File: src/rtl/neopix_bank_scheduler_if.sv
// Writer/reader handshake bundle for the neopixel double-buffer bank scheduler.
// master = SPI writer + ws2812 reader side, slave = scheduler.
interface neopix_bank_scheduler_if #(
    parameter int CW = 4
) ();
    logic          WR_START;
    logic          WR_LED;
    logic          WR_END;
    logic          WR_BANK;
    logic          RD_RESET_STATE;
    logic          RD_BANK;
    logic [CW-1:0] RD_COUNT;
    logic          FRAME_SWAP;
    logic          DROPPED;

    modport master (
        output WR_START, WR_LED, WR_END, RD_RESET_STATE,
        input  WR_BANK, RD_BANK, RD_COUNT, FRAME_SWAP, DROPPED
    );

    modport slave (
        input  WR_START, WR_LED, WR_END, RD_RESET_STATE,
        output WR_BANK, RD_BANK, RD_COUNT, FRAME_SWAP, DROPPED
    );
endinterface

File: src/rtl/neopix_bank_scheduler.sv
// Double-buffer bank scheduler between the SPI frame writer and the ws2812 serialiser.
// Optional idle blanking of the strip is enabled by defining NEOPIX_BLANK_EN.
module neopix_bank_scheduler #(
    parameter int NUM_LEDS         = 8,
    parameter int MIN_FRAME_CYCLES = 50000,
    parameter int BLANK_TIMEOUT    = 50000000,
    localparam int CW              = $clog2(NUM_LEDS) + 1,
    localparam int TW              = $clog2(MIN_FRAME_CYCLES + 1)
) (
    input  logic                        CLK,
    input  logic                        RESET,
    neopix_bank_scheduler_if.slave      bus
);

    localparam logic [1:0] W_IDLE  = 2'd0;
    localparam logic [1:0] W_FILL  = 2'd1;
    localparam logic [1:0] W_READY = 2'd2;

    logic [1:0]    state_r;
    logic [1:0]    state_nxt_s;
    logic [CW-1:0] wr_count_r;
    logic [CW-1:0] wr_count_nxt_s;
    logic [TW-1:0] timer_r;
    logic          timer_exp_s;
    logic          rd_bank_r;
    logic [CW-1:0] rd_count_r;
    logic          frame_swap_r;
    logic          dropped_r;
    logic          swap_s;
    logic          drop_s;
    logic          blank_s;

    assign timer_exp_s = (timer_r == TW'(MIN_FRAME_CYCLES));
    // A WR_START in the same cycle wins over the swap: the pending frame is being replaced.
    assign swap_s      = (state_r == W_READY) && bus.RD_RESET_STATE && timer_exp_s && !bus.WR_START;
    assign drop_s      = (state_r == W_READY) && bus.WR_START;

    // Writer FSM next-state and LED count
    always_comb begin
        state_nxt_s    = state_r;
        wr_count_nxt_s = wr_count_r;
        case (state_r)
            W_IDLE: begin
                if (bus.WR_START) begin
                    state_nxt_s    = W_FILL;
                    wr_count_nxt_s = {CW{1'b0}};
                end else begin
                    state_nxt_s    = W_IDLE;
                end
            end
            W_FILL: begin
                if (bus.WR_START) begin
                    wr_count_nxt_s = {CW{1'b0}};
                end else begin
                    if (bus.WR_LED && (wr_count_r < CW'(NUM_LEDS))) begin
                        wr_count_nxt_s = wr_count_r + CW'(1);
                    end else begin
                        wr_count_nxt_s = wr_count_r;
                    end
                    if (bus.WR_END) begin
                        state_nxt_s = W_READY;
                    end else begin
                        state_nxt_s = W_FILL;
                    end
                end
            end
            W_READY: begin
                if (bus.WR_START) begin
                    state_nxt_s    = W_FILL;
                    wr_count_nxt_s = {CW{1'b0}};
                end else if (swap_s) begin
                    state_nxt_s    = W_IDLE;
                end else begin
                    state_nxt_s    = W_READY;
                end
            end
            default: begin
                state_nxt_s    = W_IDLE;
                wr_count_nxt_s = {CW{1'b0}};
            end
        endcase
    end

    // Writer FSM state register
    always_ff @(posedge CLK or negedge RESET) begin
        if (!RESET) begin
            state_r    <= W_IDLE;
            wr_count_r <= {CW{1'b0}};
        end else begin
            state_r    <= state_nxt_s;
            wr_count_r <= wr_count_nxt_s;
        end
    end

    // Minimum frame interval timer; starts expired so the first frame is not held back
    always_ff @(posedge CLK or negedge RESET) begin
        if (!RESET) begin
            timer_r <= TW'(MIN_FRAME_CYCLES);
        end else if (swap_s) begin
            timer_r <= {TW{1'b0}};
        end else if (!timer_exp_s) begin
            timer_r <= timer_r + TW'(1);
        end else begin
            timer_r <= timer_r;
        end
    end

`ifdef NEOPIX_BLANK_EN
    localparam int IW = $clog2(BLANK_TIMEOUT + 1);

    logic [IW-1:0] idle_r;
    logic          idle_done_s;

    assign idle_done_s = (idle_r == IW'(BLANK_TIMEOUT));
    assign blank_s     = idle_done_s && bus.RD_RESET_STATE && !swap_s;

    // Idle counter since the last swap, saturating once the blank timeout is reached
    always_ff @(posedge CLK or negedge RESET) begin
        if (!RESET) begin
            idle_r <= {IW{1'b0}};
        end else if (swap_s) begin
            idle_r <= {IW{1'b0}};
        end else if (!idle_done_s) begin
            idle_r <= idle_r + IW'(1);
        end else begin
            idle_r <= idle_r;
        end
    end
`else
    assign blank_s = 1'b0;
`endif

    // Reader bank select and LED count; only change on a swap (or an idle blank)
    always_ff @(posedge CLK or negedge RESET) begin
        if (!RESET) begin
            rd_bank_r  <= 1'b1;
            rd_count_r <= {CW{1'b0}};
        end else if (swap_s) begin
            rd_bank_r  <= ~rd_bank_r;
            rd_count_r <= wr_count_r;
        end else if (blank_s) begin
            rd_count_r <= {CW{1'b0}};
        end else begin
            rd_bank_r  <= rd_bank_r;
            rd_count_r <= rd_count_r;
        end
    end

    // Single-cycle event pulses
    always_ff @(posedge CLK or negedge RESET) begin
        if (!RESET) begin
            frame_swap_r <= 1'b0;
            dropped_r    <= 1'b0;
        end else begin
            frame_swap_r <= swap_s;
            dropped_r    <= drop_s;
        end
    end

    assign bus.RD_BANK    = rd_bank_r;
    assign bus.WR_BANK    = ~rd_bank_r;
    assign bus.RD_COUNT   = rd_count_r;
    assign bus.FRAME_SWAP = frame_swap_r;
    assign bus.DROPPED    = dropped_r;

endmodule

File: src/flat_wrapper.sv
// flat-port wrapper written by rule: the top's interface ports become plain ports
module neopix_bank_scheduler_flat 
#(
    parameter int NUM_LEDS         = 8,
    parameter int MIN_FRAME_CYCLES = 50000,
    parameter int BLANK_TIMEOUT    = 50000000,
    localparam int CW              = $clog2(NUM_LEDS) + 1,
    localparam int TW              = $clog2(MIN_FRAME_CYCLES + 1)
)
  (CLK, RESET, bus_WR_START, bus_WR_LED, bus_WR_END, bus_RD_RESET_STATE, bus_WR_BANK, bus_RD_BANK, bus_RD_COUNT, bus_FRAME_SWAP, bus_DROPPED);
  neopix_bank_scheduler_if bus_i ();
  input  logic CLK;
  input  logic RESET;
  input wire logic [$bits(bus_i.WR_START)-1:0] bus_WR_START;
  input wire logic [$bits(bus_i.WR_LED)-1:0] bus_WR_LED;
  input wire logic [$bits(bus_i.WR_END)-1:0] bus_WR_END;
  input wire logic [$bits(bus_i.RD_RESET_STATE)-1:0] bus_RD_RESET_STATE;
  output wire logic [$bits(bus_i.WR_BANK)-1:0] bus_WR_BANK;
  output wire logic [$bits(bus_i.RD_BANK)-1:0] bus_RD_BANK;
  output wire logic [$bits(bus_i.RD_COUNT)-1:0] bus_RD_COUNT;
  output wire logic [$bits(bus_i.FRAME_SWAP)-1:0] bus_FRAME_SWAP;
  output wire logic [$bits(bus_i.DROPPED)-1:0] bus_DROPPED;
  assign bus_i.WR_START = bus_WR_START;
  assign bus_i.WR_LED = bus_WR_LED;
  assign bus_i.WR_END = bus_WR_END;
  assign bus_i.RD_RESET_STATE = bus_RD_RESET_STATE;
  assign bus_WR_BANK = bus_i.WR_BANK;
  assign bus_RD_BANK = bus_i.RD_BANK;
  assign bus_RD_COUNT = bus_i.RD_COUNT;
  assign bus_FRAME_SWAP = bus_i.FRAME_SWAP;
  assign bus_DROPPED = bus_i.DROPPED;
  neopix_bank_scheduler #(.NUM_LEDS(NUM_LEDS), .MIN_FRAME_CYCLES(MIN_FRAME_CYCLES), .BLANK_TIMEOUT(BLANK_TIMEOUT)) u_core (.CLK(CLK), .RESET(RESET), .bus(bus_i));
endmodule
File: config.mk
export PLATFORM = sky130hd
export DESIGN_NAME = neopix_bank_scheduler_flat
export DESIGN_NICKNAME = d
export VERILOG_FILES = /design/src/rtl/neopix_bank_scheduler_if.sv /design/src/rtl/neopix_bank_scheduler.sv /design/src/flat_wrapper.sv
export SDC_FILE = /design/constraint.sdc
export NUM_CORES = 1
export LEC_CHECK = 0
export CAP_MARGIN = 20
export CORE_ASPECT_RATIO = 1.2
export CORE_MARGIN = 2
export CORE_UTILIZATION = 47
export CTS_BUF_LIST = sky130_fd_sc_hd__clkbuf_4 sky130_fd_sc_hd__clkbuf_8
export DETAILED_ROUTE_END_ITERATION = 12
export PLACE_DENSITY = 0.7
export SYNTH_ARGS = -nofsm -noshare
export SYNTH_HDL_FRONTEND = slang
export SYNTH_SLANG_ARGS = --single-unit
File: constraint.sdc
create_clock -name CLK -period 2.52 [get_ports CLK]
set_input_delay 0.378 -clock CLK [delete_from_list [all_inputs] [get_ports CLK]]
set_output_delay 0.378 -clock CLK [all_outputs]
set_load 0.03 [all_outputs]
# Yosys cells after proc, flatten, opt, wreduce, memory -nomap -nowiden
# Index checks and enable logic that the tools add are counted.
[op_classes]
addsub = 2
magnitude_cmp = 1
eq_ne = 7
n_mux = 12
bitwise_logic = 1
reduce_logical = 9
[op_table]
columns = ["operator", "n"]
rows = [
  ["$mux W16", 2],
  ["$add A16 B1 Y16 const B", 1],
  ["$eq A16 B16 Y1 const B", 1],
  ["$mux W4", 3],
  ["$mux W2", 4],
  ["$pmux W4 S2", 1],
  ["$pmux W2 S3", 1],
  ["$logic_and A1 B1 Y1", 5],
  ["$add A4 B1 Y4 const B", 1],
  ["$lt A4 B4 Y1 const B", 1],
  ["$ne A2 B2 Y1 const B", 2],
  ["$ne A3 B2 Y1 const B", 1],
  ["$eq A2 B1 Y1 const B", 1],
  ["$eq A2 B2 Y1 const B", 1],
  ["$logic_not A2 Y1", 1],
  ["$ne A2 B1 Y1 const B", 1],
  ["$reduce_and A2 Y1", 1],
  ["$reduce_or A2 Y1", 1],
  ["$logic_not A1 Y1", 1],
  ["$mux W1", 1],
  ["$not A1 Y1", 1],
]
[totals]
reg_bits = 29
inputBits = 6
out_inout_bits = 8
elab_cells = 39

# Longest topological paths before layout
# Gate-level depths: netlist (run 1).
[logic_depth]
depth_word = 7
ltp_mapped = 7
depth_no_buf = 6

# Worst setup path before layout (run 1)
# No wires, ideal clock.
[synth_timing]
path_kind = "register to register"
start = "register u_core.timer_r[3]"
end = "register u_core.rd_count_r[0], in the netlist u_core.bus.RD_COUNT[0]"
setup_ps = 128
arrival_ps = 1808
required_ps = 2392
path_slack_ps = 585
stages_incl_launch_ff = 5
n_path_buf = 0
period_less_slack_ps = 1935
cell_sequence = "dfrtp_1 > or4_4 > nor4_4 > nand3_2 > mux2_1"
[synth_between]
elab_chain_len = 3
[synth_rtl]
columns = ["item", "line_no", "source"]
rows = [
  ["start, declared", "neopix_bank_scheduler.sv:23", "logic [TW-1:0] timer_r;"],
  ["start signal, assigned", "neopix_bank_scheduler.sv:98", "timer_r <= TW'(MIN_FRAME_CYCLES);"],
  ["start signal, assigned", "neopix_bank_scheduler.sv:100", "timer_r <= {TW{1'b0}};"],
  ["start signal, assigned", "neopix_bank_scheduler.sv:102", "timer_r <= timer_r + TW'(1);"],
  ["$eq A16 B16 Y1", "neopix_bank_scheduler.sv:33", "assign timer_exp_s = (timer_r == TW'(MIN_FRAME_CYCLES));"],
  ["$logic_and A1 B1 Y1 (2 in series)", "neopix_bank_scheduler.sv:35", "assign swap_s = (state_r == W_READY) && bus.RD_RESET_STATE && timer_exp_s && !bus.WR_START;"],
  ["end signal, assigned", "neopix_bank_scheduler.sv:137", "rd_count_r <= {CW{1'b0}};"],
  ["end signal, assigned", "neopix_bank_scheduler.sv:140", "rd_count_r <= wr_count_r;"],
  ["end signal, assigned", "neopix_bank_scheduler.sv:142", "rd_count_r <= {CW{1'b0}};"],
  ["end, declared", "neopix_bank_scheduler.sv:26", "logic [CW-1:0] rd_count_r;"],
]
# Every way passes these cells.
# A chain may end at the register's enable or synchronous reset.

# Worst setup path after layout (run 1)
[layout_timing]
start = "register u_core.timer_r[2]"
end = "register u_core.rd_count_r[3], in the netlist u_core.bus.RD_COUNT[3]"
# The elaborated chain is that of the path after synthesis.

==> results of run 1 <==
-- layout by cell type, fill, tap and decap left out, types with 2 or more instances in the layout --
master and n:
a21oi_1 3, nand3_1 6, a2bb2oi_1 3, xnor2_1 5, dfrtp_1 22, and3_1 3, or4_4 2, clkdlybuf4s50_1 13
xor2_1 7, or4_1 2, nor2_1 12, ha_1 3, nor3_1 3, mux2_1 4, nand2b_1 3, dfstp_2 7
inv_1 8, nand2_1 7, mux2i_1 3, nand4_1 4, clkbuf_4 7, o21ai_0 2
-- synthesized netlist by cell type (all sizes together) (4+ instances only) --
cell type	n
xor2	7
or4	4
nor2	13
mux2	4
nand4	4
nand3	7
dfrtp	22
dfstp	7
inv	8
xnor2	5
nand2	7
-- metrics by stage --
stage               instance area [um2]  setup slack (ns)
floorplan                          1410             0.585
CTS                                1650             0.402
detailed placement                 1580             0.437
finish                             1650             0.415
global placement                   1580             0.498
global route                       1650             0.336
-- worst max-delay path by stage --
stage / from / to / slack, ns / depth (start not counted)
2_1_floorplan: u_core.timer_r[3] / u_core.bus.RD_COUNT[0] / 0.58 / 4
3_3_place_gp: u_core.timer_r[2] / u_core.bus.RD_BANK / 0.50 / 4
3_5_place_dp: u_core.timer_r[2] / u_core.bus.RD_COUNT[3] / 0.44 / 4
4_1_cts: u_core.timer_r[2] / u_core.bus.RD_COUNT[3] / 0.40 / 4
5_1_grt: u_core.timer_r[2] / u_core.bus.RD_COUNT[3] / 0.34 / 4
6_report: u_core.timer_r[2] / u_core.bus.RD_COUNT[3] / 0.42 / 4
-- power by group through the flow --
stage / combinational (mW) / sequential, mW / clock [mW]
2_1_floorplan: 0.0258 / 0.487 / 0
3_3_place_gp: 0.0461 / 0.490 / 0
3_5_place_dp: 0.0478 / 0.491 / 0
4_1_cts: 0.0481 / 0.482 / 0.320
5_1_grt: 0.0528 / 0.483 / 0.349
6_report: 0.0468 / 0.482 / 0.310
-- area by class of cell --
cell class	count	share of cell area (%)
tap	34	2.59
timing repair buffer	14	8.37
sequential	29	44.6
clock buffer	8	4.03
multi-input combinational	90	38.6
inverter	8	1.83
-- layer usage --
metal	share of wire (%)	wire, um
met2	48	1280
met3	4.5	119
met5	0	0
met1	45	1200
met4	2.4	65
-- state kept, by name (all words and copies together), names as in the netlist --
| register | count |
|---|---|
| u_core.bus.RD_BANK | 1 |
| u_core.bus.RD_COUNT | 4 |
| u_core.bus.DROPPED | 1 |
| u_core.wr_count_r | 4 |
| u_core.timer_r | 16 |
| u_core.state_r | 2 |
| u_core.bus.FRAME_SWAP | 1 |
-- cell families after synthesis --
| family | Yosys count |
|---|---|
| adder cells (fa/ha/maj) | 3 |
| AND/OR/NAND/NOR | 53 |
| AO/OA/AOI/OAI | 15 |
| XOR/XNOR | 12 |
| buffers and inverters | 11 |
| flip-flops | 29 |
| multiplexers | 7 |
==> flow_summary_export.csv, run 1 <==
group,metric,value,unit
drt,drt_pass1_iterations,4,
global_route,grt_pass1_vias,1015,
finish,post-route-util,58.0,%
critical_path,crit_path_start_kind,"flop",
synthesis,synth_xor_area_share,7.45,%
synthesis,yosys.area.top_type,"dfrtp_1",
synthesis,synth_top_family_by_area,"simple AND/OR/NAND/NOR gates",
critical_path,cpMaxStageDelayCell,"or4_1",
synthesis,synth_fa_ha_area_share,2.66,%
drt,detail-route-antenna-nets,0,
clocking,holdBufCountCts,0,
clocking,cts_setup_buffers,0,
critical_path,crit_buf_inv,0,
floorplanning,start_util,49.7,%
global_route,grt-busiest-layer,"met2",
global_route,grt_use_met1,23.0,%
critical_path,critPathMaxFanout,7,
critical_path,cp-end-kind,"flop",
global_route,grt_use_total,18.6,%
timing,hold_violations,0,
finish,areaGrowthSynthToFinish,16.6,%
finish,multi_input_area,634,um2
synthesis,syn_nets,139,
power_and_ir_drop,p_per_area,510,nW/um2
timing,max-slew-margin-rel,74.5,%
timing,rsz0062_at_grt,"no",
power_and_ir_drop,switching_power,186,uW
synthesis,yosys.area_share.simple,22.1,%
finish,layout-drive-gt1-share,15.4,%
synthesis,syn_area,1410,um2
global_route,grt_max_degree,30,
critical_path,r2r-start,"u_core.timer_r[2]",
timing,skew,0.0159,ns
clocking,clk_pin_slew_worst_paths,0.10,ns
clocking,cts_resized,0,
power_and_ir_drop,finalPower,839,uW
timing,fin_crit_sh,83.5,%
critical_path,worst_ep_required_time,2.73,ns
critical_path,crit_chain,"or4_1, nor4_4, nand3_2, mux2_1",
job,cap_violations,0,
timing,fmax,475,MHz
synthesis,avgSynthCellArea,10.9,um2
floorplanning,io_pins,14,
global_route,grt-ovfl-total,0,
floorplanning,dieArea,3460,um2
worst_hold_path,worstHoldPathType,"input port to asynchronous set/reset pin",
clocking,cts.path.max_buffers,2,
power_and_ir_drop,ir_worst_vdd,357,uV
timing,finalSetupViolations,0,
global_route,antenna_found_initial,0,
synthesis,netlist_instances,130,
power_and_ir_drop,seqPwrFrac,57.5,%
timing,period_minus_slack,2.10,ns
floorplanning,rows,21,
critical_path,slowest_delay,0.61,ns
timing,tightest_slew,0.380,ns
drt,drtIter0Drc,34,
floorplanning,core_area,2840,um2
finish,layout.cells.non_filler,183,
clocking,cts-root-buf,"clkbuf_4",
critical_path,rrSetupSlack,0.42,ns
global_route,grtUsageMet2,28.7,%
power_and_ir_drop,swShare,22.2,%
timing,setup-tns-final,0,ns
clocking,clkSinkCount,29,
synthesis,synth_top_flop_cell,"dfrtp_1",
finish,regArea,734,um2
clocking,clk_latency,0.33,ns
drt,vias,1020,
global_route,grt_pass1_wl,4610,um
drt,vias_per_cell,5.57,
timing,maxSlewViolCount,0,
synthesis,synth-compound-area-share,7.45,%
status,status,"finished clean",
clocking,cts_max_level,2,
power_and_ir_drop,leakagePower,0.742,nW
synthesis,synth_edf_count,0,
critical_path,crit_family,"simple AND/OR/NAND/NOR gates",
synthesis,synthTopCellsByArea,"dfrtp_1 (39%), dfstp_2 (13%), xor2_1 (4.3%)",
synthesis,synthMuxAreaShare,5.32,%
synthesis,synth_cell_type_count,40,
critical_path,arrival,2.31,ns
critical_path,ff2ff_path_depth,4,
clocking,cts_tree,"done",
floorplanning,die_w,54.0,um
synthesis,synth.ff_latch_count,29,
power_and_ir_drop,combPwrFrac,5.6,%
synthesis,synth_warnings,0,
clocking,cts_buffers,5,
power_and_ir_drop,power_frac_clock,37.0,%
critical_path,r2r_end,"u_core.bus.RD_COUNT[3]",
drt,drc,0,
power_and_ir_drop,intPower,652,uW
placement,dp_hpwl,1910,um
drt,totalWireLength,2660,um
finish,diodes,0,
finish,fillers,258,
synthesis,ys_seq_area_share,52.0,%
finish,layout.nets,157,
synthesis,async_flop_share,100,%
floorplanning,die_h,64.0,um
placement,place_congestion,0.737,
placement,dp.cells,175,
critical_path,crit_type,"flop to flop",
global_route,grtUsageMet3,4.91,%
synthesis,synth_top_cell_area_share,39.0,%
drt,routedWlPerCell,14.5,um
placement,port_buffers,13,
timing,holdWs,0.423,ns
(Power assumes the default switching activity.)
==> run 2, diff against run 1 <==
- PLACE_DENSITY: 0.7 -> 0.72
- clock period: 2.52 -> 1.7 ns (I/O delays scaled with it)
==> run 2 against run 1 <==
Compared with the run above:
- the run now ends with negative setup slack left
- power up 51%
- first-iteration DRC count is 12% higher
- worst hold slack lost 0.13 ns
- sequential share of layout area shrank 5.7 points
- largest cell class unchanged
- highest routed layer unchanged
- critical path type unchanged
==> flow_summary_export.csv, run 2 (synthesized netlist as in run 1, its figures left out) <==
group,metric,value,unit
status,status,"finished with violations",
status,violations,"negative setup slack",
finish,final_common_cell,"buf_4",
clocking,clk_pin_slew_worst_paths,0.09,ns
critical_path,rrSetupSlack,-0.18,ns
clocking,cts_tree,"done",
power_and_ir_drop,ir_worst_vdd,505,uV
floorplanning,core_area,2840,um2
clocking,cts_buffers,5,
global_route,antenna_found_initial,0,
critical_path,worst_ep_required_time,1.92,ns
critical_path,crit_type,"flop to flop",
timing,maxSlewViolCount,0,
timing,fin_crit_sh,111,%
power_and_ir_drop,leakagePower,0.885,nW
finish,final_cell_mix,"buf_4 (27), dfrtp_1 (22), nor2_1 (12)",
clocking,cts-root-buf,"clkbuf_4",
drt,totalWireLength,3100,um
floorplanning,die_w,54.0,um
global_route,grt_pass1_vias,1191,
timing,period_minus_slack,1.88,ns
clocking,cts_max_level,2,
global_route,grt_max_degree,30,
finish,layout.cells.non_filler,210,
job,cap_violations,0,
clocking,clk_latency,0.33,ns
global_route,grt_pass1_wl,5280,um
drt,detail-route-antenna-nets,0,
critical_path,cp-end-kind,"flop",
placement,port_buffers,13,
drt,drc,0,
timing,fmax,532,MHz
timing,hold_violations,0,
critical_path,arrival,2.10,ns
drt,drt_pass1_iterations,4,
floorplanning,die_h,64.0,um
placement,dp_hpwl,2340,um
worst_hold_path,worstHoldPathType,"input port to asynchronous set/reset pin",
critical_path,critPathMaxFanout,3,
global_route,grt-ovfl-total,0,
global_route,grt_use_total,21.4,%
finish,diodes,0,
drt,vias,1146,
finish,areaGrowthSynthToFinish,33.8,%
timing,skew,0.00480,ns
clocking,holdBufCountCts,0,
timing,setup_ws,-0.179,ns
timing,tightest_slew,0.372,ns
floorplanning,dieArea,3460,um2
timing,setup-tns-final,-1.63,ns
timing,rsz0062_at_grt,"yes",
clocking,clkSinkCount,29,
finish,top_register,"u_core.timer_r",
timing,finalSetupViolations,15,
timing,max-slew-margin-rel,75.2,%
power_and_ir_drop,p_per_area,670,nW/um2
drt,vias_per_cell,5.46,
finish,layout-drive-gt1-share,31.8,%
power_and_ir_drop,finalPower,1.27,mW
floorplanning,rows,21,
finish,largest_reg_flops,16,
clocking,cts.path.max_buffers,2,
drt,drtIter0Drc,38,
placement,place_congestion,0.906,
floorplanning,start_util,49.7,%
drt,routedWlPerCell,14.8,um
floorplanning,io_pins,14,
finish,layout.nets,184,
critical_path,crit_path_start_kind,"flop",
placement,dp.cells,201,
[run 2: area by class of cell]
type / instances / area, um2
fillers: 228 / 950
flip-flops and latches: 29 / 734
multi-input cells: 90 / 673
repair buffers: 41 / 342
clock buffers: 8 / 66.3
well taps: 34 / 42.5
inverters: 8 / 30.0
[run 2: worst max-delay path: stages (launching register included)]
cell      delay (ns)
dfrtp_1         0.39
or4_4           0.56
or4_4           0.56
o211ai_1        0.17
o21ai_1         0.09
[run 2: routing by layer]
layer  global-route usage (%)  wire [um]  share of wire (%)
met4                     10.0         80                2.6
met5                        0          0                  0
met1                     23.5       1290                 42
met3                     8.64        149                4.8
met2                     34.9       1580                 51
[run 2: what timing repair did]
action / in CTS / in global routing
pin swaps: 7 / 2
setup buffers: 1 / 1
endpoints found under the setup margin: 18 / 17
resized for setup: 8 / 1
[run 2: through the flow]
step                      cell area (um2)  hold WS (ns)  utilization (%)  worst slack [ns]
after floorplan                      1430       -0.0406                -            -0.164
after global placement               1790         0.473             63.1            -0.162
after detailed placement             1790         0.486             63.1            -0.221
after CTS                            1880         0.307             66.1            -0.176
after global routing                 1890         0.325             66.5            -0.231
final                                1890         0.297             66.5            -0.179
[run 2: final timing paths]
check	cells after the start	to	start
worst max-delay path	4	u_core.timer_r[0]	u_core.timer_r[7]
worst min-delay path	2	u_core.bus.DROPPED	RESET
worst max register to register	4	u_core.timer_r[0]	u_core.timer_r[7]
worst min register to register	1	u_core.bus.RD_COUNT[2]	u_core.bus.RD_COUNT[2]
max in group asynchronous	2	u_core.timer_r[6]	RESET
min in group CLK	1	u_core.bus.RD_COUNT[2]	u_core.bus.RD_COUNT[2]
[run 2: power breakdown]
| part | switching [mW] | internal (mW) | total (mW) |
|---|---|---|---|
| Clock | 0.237 | 0.236 | 0.473 |
| Sequential | 0.0112 | 0.699 | 0.710 |
| Combinational | 0.0447 | 0.0370 | 0.0817 |
| Total | 0.293 | 0.972 | 1.27 |
